===== src/rtl/uart_pkg.sv =====
// Shared definitions for the UART transmitter and receiver.
//   uart_state_e : common 5-state frame FSM encoding (IDLE..CLEANUP)
//   DATA_BITS    : payload bits per frame (8N1)
//   cnt_width()  : bit-period counter width for a given CLKS_PER_BIT
package uart_pkg;

  typedef enum logic [2:0] {
    ST_IDLE    = 3'd0,
    ST_START   = 3'd1,
    ST_DATA    = 3'd2,
    ST_STOP    = 3'd3,
    ST_CLEANUP = 3'd4
  } uart_state_e;

  localparam int unsigned DATA_BITS = 8;

  function automatic int unsigned cnt_width(input int unsigned clks_per_bit);
    return $clog2(clks_per_bit);
  endfunction

endpackage


===== src/rtl/uart_receiber.sv =====
// 8N1 UART receiver with 2-flop input synchronizer and mid-bit sampling.
//   clk, rst_n    : system clock, async active-low reset
//   rx_serial     : asynchronous serial input
//   rx_data_valid : one-cycle pulse at mid stop bit
//   rx_byte       : received byte, filled bit by bit, held between frames
module uart_receiber
  import uart_pkg::*;
#(
  parameter int unsigned CLKS_PER_BIT = 5208
) (
  input  logic       clk,
  input  logic       rst_n,
  input  logic       rx_serial,
  output logic       rx_data_valid,
  output logic [7:0] rx_byte
);

  localparam int unsigned CW = cnt_width(CLKS_PER_BIT);
  localparam logic [CW-1:0] CNT_LAST = CW'(CLKS_PER_BIT - 1);
  localparam logic [CW-1:0] CNT_HALF = CW'(CLKS_PER_BIT / 2 - 1);

  logic [1:0]           sync;
  logic                 rx_s;
  uart_state_e          state, state_n;
  logic [CW-1:0]        cnt, cnt_n;
  logic [2:0]           idx, idx_n;
  logic [DATA_BITS-1:0] byte_n;
  logic                 valid_n;
  logic                 armed, armed_n;

  assign rx_s = sync[1];

  always_ff @(posedge clk or negedge rst_n) begin
    if (!rst_n) begin
      sync          <= '1;
      state         <= ST_IDLE;
      cnt           <= '0;
      idx           <= '0;
      armed         <= 1'b0;
      rx_byte       <= '0;
      rx_data_valid <= 1'b0;
    end else begin
      sync          <= {sync[0], rx_serial};
      state         <= state_n;
      cnt           <= cnt_n;
      idx           <= idx_n;
      armed         <= armed_n;
      rx_byte       <= byte_n;
      rx_data_valid <= valid_n;
    end
  end

  // A start bit is only accepted after the line has been seen idle-high in
  // IDLE, so a line stuck low yields one 8'h00 frame and then waits.
  always_comb begin
    state_n = state;
    cnt_n   = cnt;
    idx_n   = idx;
    armed_n = armed;
    byte_n  = rx_byte;
    valid_n = 1'b0;
    case (state)
      ST_IDLE: begin
        cnt_n = '0;
        idx_n = '0;
        if (rx_s) begin
          armed_n = 1'b1;
        end else if (armed) begin
          armed_n = 1'b0;
          state_n = ST_START;
        end
      end
      ST_START: begin
        if (cnt == CNT_HALF) begin
          cnt_n   = '0;
          state_n = rx_s ? ST_IDLE : ST_DATA;
        end else begin
          cnt_n = cnt + CW'(1);
        end
      end
      ST_DATA: begin
        if (cnt != CNT_LAST) begin
          cnt_n = cnt + CW'(1);
        end else begin
          cnt_n       = '0;
          byte_n[idx] = rx_s;
          if (idx != 3'd7) begin
            idx_n = idx + 3'd1;
          end else begin
            idx_n   = '0;
            state_n = ST_STOP;
          end
        end
      end
      ST_STOP: begin
        if (cnt != CNT_LAST) begin
          cnt_n = cnt + CW'(1);
        end else begin
          cnt_n   = '0;
          valid_n = 1'b1;
          state_n = ST_CLEANUP;
        end
      end
      ST_CLEANUP: state_n = ST_IDLE;
      default:    state_n = ST_IDLE;
    endcase
  end

endmodule


===== src/rtl/uart_transmiter.sv =====
// 8N1 UART transmitter, LSB first, idle-high line.
//   clk, rst_n     : system clock, async active-low reset
//   tx_data_valid  : one-cycle send request, honoured only in IDLE
//   tx_byte        : byte latched on acceptance
//   tx_active      : high from acceptance until the frame completes
//   tx_serial      : serial line (registered)
//   tx_done        : one-cycle pulse after the stop bit
module uart_transmiter
  import uart_pkg::*;
#(
  parameter int unsigned CLKS_PER_BIT = 5208
) (
  input  logic       clk,
  input  logic       rst_n,
  input  logic       tx_data_valid,
  input  logic [7:0] tx_byte,
  output logic       tx_active,
  output logic       tx_serial,
  output logic       tx_done
);

  localparam int unsigned CW = cnt_width(CLKS_PER_BIT);
  localparam logic [CW-1:0] CNT_LAST = CW'(CLKS_PER_BIT - 1);

  uart_state_e          state, state_n;
  logic [CW-1:0]        cnt, cnt_n;
  logic [2:0]           idx, idx_n;
  logic [DATA_BITS-1:0] data, data_n;
  logic                 serial_n, active_n, done_n;

  always_ff @(posedge clk or negedge rst_n) begin
    if (!rst_n) begin
      state     <= ST_IDLE;
      cnt       <= '0;
      idx       <= '0;
      data      <= '0;
      tx_serial <= 1'b1;
      tx_active <= 1'b0;
      tx_done   <= 1'b0;
    end else begin
      state     <= state_n;
      cnt       <= cnt_n;
      idx       <= idx_n;
      data      <= data_n;
      tx_serial <= serial_n;
      tx_active <= active_n;
      tx_done   <= done_n;
    end
  end

  // The serial line is registered, so each transition loads the level of the
  // bit being entered rather than the one being left.
  always_comb begin
    state_n  = state;
    cnt_n    = cnt;
    idx_n    = idx;
    data_n   = data;
    serial_n = tx_serial;
    active_n = tx_active;
    done_n   = 1'b0;
    case (state)
      ST_IDLE: begin
        serial_n = 1'b1;
        cnt_n    = '0;
        idx_n    = '0;
        if (tx_data_valid) begin
          data_n   = tx_byte;
          active_n = 1'b1;
          serial_n = 1'b0;
          state_n  = ST_START;
        end
      end
      ST_START: begin
        if (cnt != CNT_LAST) begin
          cnt_n = cnt + CW'(1);
        end else begin
          cnt_n    = '0;
          serial_n = data[0];
          state_n  = ST_DATA;
        end
      end
      ST_DATA: begin
        if (cnt != CNT_LAST) begin
          cnt_n = cnt + CW'(1);
        end else begin
          cnt_n = '0;
          if (idx != 3'd7) begin
            idx_n    = idx + 3'd1;
            serial_n = data[idx_n];
          end else begin
            idx_n    = '0;
            serial_n = 1'b1;
            state_n  = ST_STOP;
          end
        end
      end
      ST_STOP: begin
        if (cnt != CNT_LAST) begin
          cnt_n = cnt + CW'(1);
        end else begin
          cnt_n    = '0;
          done_n   = 1'b1;
          active_n = 1'b0;
          state_n  = ST_CLEANUP;
        end
      end
      ST_CLEANUP: state_n = ST_IDLE;
      default:    state_n = ST_IDLE;
    endcase
  end

endmodule


===== src/rtl/uart_transceiver.sv =====
// UART transceiver: independent 8N1 transmitter and receiver sharing clk/rst_n.
//   clk, rst_n                          : system clock, async active-low reset
//   tx_data_valid, tx_byte              : transmit request and byte
//   tx_active, tx_serial, tx_done       : transmit status and line
//   rx_serial                           : receive line (asynchronous)
//   rx_data_valid, rx_byte              : received byte and strobe
module uart_transceiver
  import uart_pkg::*;
#(
  parameter int unsigned CLKS_PER_BIT = 5208
) (
  input  logic       clk,
  input  logic       rst_n,
  input  logic       tx_data_valid,
  input  logic [7:0] tx_byte,
  output logic       tx_active,
  output logic       tx_serial,
  output logic       tx_done,
  input  logic       rx_serial,
  output logic       rx_data_valid,
  output logic [7:0] rx_byte
);

  uart_transmiter #(.CLKS_PER_BIT(CLKS_PER_BIT)) u_tx (
    .clk           (clk),
    .rst_n         (rst_n),
    .tx_data_valid (tx_data_valid),
    .tx_byte       (tx_byte),
    .tx_active     (tx_active),
    .tx_serial     (tx_serial),
    .tx_done       (tx_done)
  );

  uart_receiber #(.CLKS_PER_BIT(CLKS_PER_BIT)) u_rx (
    .clk           (clk),
    .rst_n         (rst_n),
    .rx_serial     (rx_serial),
    .rx_data_valid (rx_data_valid),
    .rx_byte       (rx_byte)
  );

endmodule


===== config.mk =====
export PLATFORM = sky130hd
export DESIGN_NAME = uart_transceiver
export DESIGN_NICKNAME = d
export VERILOG_FILES = /design/src/rtl/uart_pkg.sv /design/src/rtl/uart_receiber.sv /design/src/rtl/uart_transmiter.sv /design/src/rtl/uart_transceiver.sv
export SDC_FILE = /design/constraint.sdc
export NUM_CORES = 1
export LEC_CHECK = 0
export ABC_AREA = 1
export CORE_ASPECT_RATIO = 1.4
export CORE_UTILIZATION = 40
export CTS_CLUSTER_DIAMETER = 50
export DETAILED_ROUTE_END_ITERATION = 7
export PLACE_DENSITY = 0.63
export SLEW_MARGIN = 20
export SYNTH_ARGS = -nofsm -noshare
export SYNTH_HDL_FRONTEND = slang
export SYNTH_HIERARCHICAL = 1
export SYNTH_SLANG_ARGS = --single-unit
export TNS_END_PERCENT = 50

===== constraint.sdc =====
create_clock -name clk -period 3.8 [get_ports clk]
set_input_delay 0.76 -clock clk [delete_from_list [all_inputs] [get_ports clk]]
set_output_delay 0.76 -clock clk [all_outputs]
set_load 0.02 [all_outputs]

==> results of run 1 <==
==> logic make-up after synthesis <==
group | share of synthesized area (%)
simple gates | 35.2
fa+ha+maj | 2.15
mux | 2.26
compound gates | 7.04
flops | 43.9
xor+xnor | 2.51
buf+inv | 6.89
==> cell type report <==
class | count | area (um^2) | area share, %
flip-flops and latches | 61 | 1530 | 37.3
clock inverters | 7 | 66.3 | 1.62
repair buffers | 24 | 233 | 5.67
well taps | 102 | 128 | 3.11
multi-input cells | 318 | 1710 | 41.8
inverters | 55 | 209 | 5.09
clock buffers | 9 | 225 | 5.49
==> layer usage <==
| metal | global-route usage, % | vias up |
|---|---|---|
| met2 | 31.5 | 52 |
| met4 | 9.29 | 0 |
| li1 | - | 1484 |
| met5 | 0 | - |
| met1 | 21.8 | 1346 |
| met3 | 5.53 | 16 |
==> cells in the final DEF, fill, tap and decap left out, drive strengths merged <==
cell type / synthesis / routed
nand2: 122 / 122
dfrtp: 58 / 58
nor2: 56 / 56
inv: 55 / 55
nand3: 50 / 50
o21ai: 32 / 32
clkdlybuf4s50: 0 / 22
nor3: 13 / 13
clkbuf: 0 / 9
xor2: 9 / 9
nand4: 7 / 7
mux2: 7 / 7
ha: 6 / 6
a21oi: 5 / 5
clkinv: 0 / 5
o22ai: 4 / 4
dfstp: 3 / 3
o211ai: 2 / 2
buf: 2 / 2
clkinvlp: 0 / 1
bufinv: 0 / 1
a21boi: 1 / 1
and2: 1 / 1
nand3b: 1 / 1
xnor2: 1 / 1
a22o: 1 / 1
==> report_power, final <==
group          total, mW  leakage (nW)  internal (mW)  switching, mW
Combinational      0.324         0.950          0.112          0.211
Sequential         0.763         0.783          0.705         0.0582
Clock              0.791         0.145          0.502          0.289
Total               1.88          1.88           1.32          0.558
==> sequential cells by signal, summed over array words and instances, names as in the netlist, 2 cells and up <==
name	count
u_rx/cnt	13
u_rx/sync	2
u_rx/state	3
u_rx/idx	3
u_tx/cnt	13
u_rx/rx_byte	8
u_tx/idx	3
u_tx/data	8
u_tx/state	3
==> worst register-to-register path, delay by kind of cell (launching register included) <==
family	cells	cell delay (ns)
simple gates	6	0.82
buf+inv	2	0.25
flops	1	0.55
==> final timing paths <==
check                                from              to  slack [ns]  cells past startpoint
min in group asynchronous           rst_n     u_rx/cnt[5]        0.48                      1
max reg2reg                 u_rx/state[2]   u_rx/state[1]        2.08                      8
max                        u_tx/tx_serial       tx_serial        1.59                      1
max in group asynchronous           rst_n  u_tx/tx_serial        2.42                      2
min                          u_rx/sync[0]    u_rx/sync[1]        0.37                      0
min reg2reg                  u_rx/sync[0]    u_rx/sync[1]        0.37                      0
==> metrics by stage <==
stage | setup slack (ns) | instances
after floorplan | 2.39 | 437
after global placement | 1.93 | 560
after detailed placement | 1.91 | 560
after CTS | 1.57 | 576
after global routing | 1.56 | 576
final | 1.59 | 576
==> reports/results.tsv, run 1 <==
metric	value	unit
postLayoutCellArea	0.00411	mm^2
syn_area_per_cell	7.97	um^2
core_area	0.00830	mm^2
cts-resized-gates	0	
clock_skew	0.00326	ns
synth_most_common_cell	nand2_1	
drv_slew	0	
vias	2898	
first_global_vias	3006	
synth_edf_count	0	
grt_antenna_before_repair	0	
synth_seq_cells	61	
initial_utilization	42.0	%
cp_max_fo	2	
wl_per_cell	13.0	um
dr.pass1.iters	4	
wl_met1	3160	um
cts_setup_buffers	0	
final_util	49.5	%
nFillCells	807	
worstPathRequired	3.04	ns
grt_max_degree	33	
diodes	0	
slowest_delay	0.60	ns
start_kind	flop	
yosys_warnings	6	
ant_nets	0	
synthFlopType	dfrtp_1	
leakage	1.88	nW
layout_min_cycle_time	2.21	ns
drc	0	
finalSetupViolCount	0	
synth_commonest_cells	nand2_1 (113), dfrtp_1 (58), nand3_1 (46)	
slew_headroom	53.0	%
grt-ovfl-total	0	
finalHoldViolCount	0	
nNetsFinal	487	
rsz0062_at_grt	false	
yosysTopAreaCell	dfrtp_1	
fin_tns_setup	0	ns
hpwl	5390	um
grt_first_pass_wirelength	13200	um
final.period_utilization	58.2	%
crit_path_end_kind	output pin	
synth_fp_nets	455	
cp_top_family	buffers and inverters	
cts.sinks	61	
drive_gt1_share	16.0	%
ys_top_cells_by_area	dfrtp_1 (42%), nand2_1 (12%), nand3_1 (6.6%), inv_1 (4.8%), nor2_1 (3.9%)	
highest-signal-layer	met4	
syn_inst	437	
track_usage	19.0	%
cts_tree	built	
status	finished, final reports clean	
async_reset_ff_share	100	%
dr_wl_met2	3850	um
cp_data_arrival_time	1.45	ns
clock_path_buffers	2	
max-vdd-ir-drop	0.288	mV
worstSkewPairLatency	0.33	ns
drtIter0Drc	109	
hold_class	flop to flop	
worst_pin_slew	0.705	ns
clk_pin_slew	0.05	ns
slowest_stage	clkdlybuf4s50_1	
synth_area	0.00348	mm^2
power_density	457	mW/mm^2
ys_seq_area_share	43.9	%
viasPerCell	5.03	
syn_to_final_growth	17.8	%
criticalPathCategory	flop to output pin	
fin_hold_ws	0.367	ns
top_level_ports	24	
synth_cell_types	35	
cts_root_buffer	clkbuf_16	
fmax	0.452	GHz
maxCapViolCount	0	
dpl_cell_area	0.00381	mm^2
dieArea	0.00909	mm^2
die_x	80.9	um
die_y	112	um
power	1.88	mW
port_buffers	23	
place.gp.congestion	0.874	
ctsHoldBuffers	0	
numCtsBuffers	9	
path_cells	clkdlybuf4s50_1	
path_buf_inv	1	
h-tree-depth	3	
drt_wl_total	7470	um
rows	39	
route.met3.wl	289	um
synth_top_area_share	41.7	%
(Power assumes the default switching activity.)
==> inputs of run 2 (changes only) <==
Settings changed: PLACE_DENSITY 0.63 to 0.65.
Clock period 3.8 ns to 1.9 ns, I/O delays scaled along.
==> run 2 against run 1 <==
- die area did not move
- setup slack got worse by 1.5 ns
- via count rose by 0.90%
- worst hold slack got worse by 0.0080 ns
- count of clock-buffer cells in the layout rose by 2
- total power rose by 96%
- non-clock buffer count rose by 3
- final area rose by 0.82%
- largest cell class unchanged
==> reports/results.tsv, run 2 (synthesis results as in run 1) <==
metric	value	unit	change
status	finished, final reports clean		
grt_first_pass_wirelength	13100	um	-0.58%
holdPathStages	0		unchanged
dr.pass1.iters	4		unchanged
fin_tns_setup	0	ns	unchanged
syn_to_final_growth	18.8	%	
grt-busiest-layer	met2		
h-tree-depth	3		unchanged
final.period_utilization	96.5	%	
seqCellArea	0.00153	mm^2	unchanged
cts.sinks	61		unchanged
r2r_setup_slack	0.28	ns	-1.80 ns
diodes	0		unchanged
cp_top_family	buffers and inverters		
grtUsageMet1	21.7	%	-0.18 points
slowest_delay	0.60	ns	about the same
cp_data_arrival_time	1.45	ns	about the same
die_x	80.9	um	unchanged
grt_antenna_before_repair	0		unchanged
cts_root_buffer	clkbuf_16		
die_y	112	um	unchanged
crit_path_end_kind	output pin		
cp_max_fo	2		unchanged
drc	0		unchanged
layout_commonest_cell	nand2_1		
cts_setup_buffers	0		unchanged
drv_slew	0		unchanged
place.gp.congestion	0.881		+0.84%
finalSetupViolCount	0		unchanged
power_density	891	mW/mm^2	+95%
numCtsBuffers	9		unchanged
multi_input_area	0.00171	mm^2	unchanged
drtIter0Drc	144		+32%
final_cells	579		+0.52%
path_cells	clkdlybuf4s50_1		
use_met2	31.9	%	+0.39 points
criticalPathCategory	flop to output pin		
path_buf_inv	1		unchanged
drt_wl_total	7450	um	-0.24%
maxCapViolCount	0		unchanged
min_to	u_rx/sync[1]		
cts-resized-gates	0		unchanged
clock_skew	0.00543	ns	+0.00217 ns
max-vdd-ir-drop	0.564	mV	+96%
grt_util_met3	4.80	%	-0.73 points
initial_utilization	42.0	%	unchanged
finalHoldViolCount	0		unchanged
r2r-end	u_tx/tx_serial		
fmax	0.545	GHz	
hold_class	flop to flop		
grt_max_degree	47		+42%
ant_nets	0		unchanged
nFillCells	799		-0.99%
worstPathRequired	1.52	ns	-1.52 ns
clock_path_buffers	2		unchanged
track_usage	18.9	%	-0.058 points
mostFrequentLayoutCells	nand2_1 (113), dfrtp_1 (58), nand3_1 (46)		
wl_per_cell	12.9	um	-0.76%
slowest_stage	clkdlybuf4s50_1		
cts_tree	built		
r2r_cells	8		unchanged
grt-ovfl-total	0		unchanged
nNetsFinal	490		+0.62%
start_kind	flop		
core_area	0.00830	mm^2	unchanged
rsz0062_at_grt	false		
drive_gt1_share	16.4	%	+0.32 points
worstSkewPairLatency	0.33	ns	about the same
layout_min_cycle_time	1.83	ns	
vias	2924		+0.90%
hpwl	5680	um	+5.4%
slew_headroom	69.7	%	+17 points
first_global_vias	2891		-3.8%
hold_start	u_rx/sync[0]		
regToRegStartpoint	u_tx/idx[0]		
dieArea	0.00909	mm^2	unchanged
viasPerCell	5.05		+0.37%
port_buffers	23		unchanged
leakage	1.88	nW	+0.17%
worst_pin_slew	0.454	ns	-0.251 ns
numPlacedInstances	562		+0.36%
rows	39		unchanged
top_level_ports	24		unchanged
clk_pin_slew	0.05	ns	about the same
top_regs	u_rx/cnt x13, u_tx/cnt x13		
## run 2: worst register-to-register path: stages, from the launching register on
cell and delay (ns):
dfrtp_1 0.43, ha_1 0.22, ha_1 0.34, inv_1 0.07, nand3_1 0.09, nand3_1 0.08
nand3_1 0.11, nand2_1 0.06, a21oi_1 0.14
## run 2: metrics by stage
step,hold slack [ns],setup slack (ns),cell area (um^2),total power [mW],utilization (%)
CTS,0.360,0.0493,4140,3.74,49.9
floorplan,0.0844,0.489,3480,2.02,-
detailed placement,0.336,0.319,3840,2.19,46.3
global route,0.363,0.0418,4140,3.92,49.9
global placement,0.329,0.327,3840,2.18,46.3
finish,0.359,0.0664,4140,3.69,49.9
## run 2: power by group
part / total (mW) / internal, mW / leakage [nW] / switching, mW
combinational: 0.646 / 0.229 / 0.968 / 0.417
clock: 1.52 / 0.949 / 0.130 / 0.569
sequential: 1.52 / 1.41 / 0.783 / 0.115
## run 2: layer usage
layer / routed length (um) / vias up
li1: - / 1489
met1: 3120 / 1365
met2: 3920 / 51
met3: 232 / 19
met4: 177 / 0
met5: 0 / -
## run 2: how the worst max path moves through the flow
stage,from,end,slack [ns],cells after the start
4_1_cts,u_tx/tx_serial,tx_serial,0.05,1
2_1_floorplan,u_tx/idx[0],u_tx/tx_serial,0.49,8
5_1_grt,u_tx/tx_serial,tx_serial,0.04,1
3_3_place_gp,u_tx/idx[0],u_tx/tx_serial,0.33,8
6_report,u_tx/tx_serial,tx_serial,0.07,1
3_5_place_dp,u_tx/idx[0],u_tx/tx_serial,0.32,8
## run 2: layout make-up
class	instances	share of cell area, %
Clock buffer	11	6.11
Clock inverter	5	0.846
Inverter	55	5.05
Multi-Input combinational cell	318	41.4
Sequential cell	61	37.0
Tap cell	102	3.08
Timing Repair Buffer	27	6.53
## run 2: timing repair
item                       in CTS  in global routing
hold endpoints to repair       14                  0
hold buffers                    1                  0
setup endpoints to repair       0                  0
==> inputs of run 3 (changes only) <==
Settings changed: GPL_TIMING_DRIVEN from default to 1.
==> results of run 3 <==
Same layout as run 2: the final DEF is identical, and so are final timing and power.
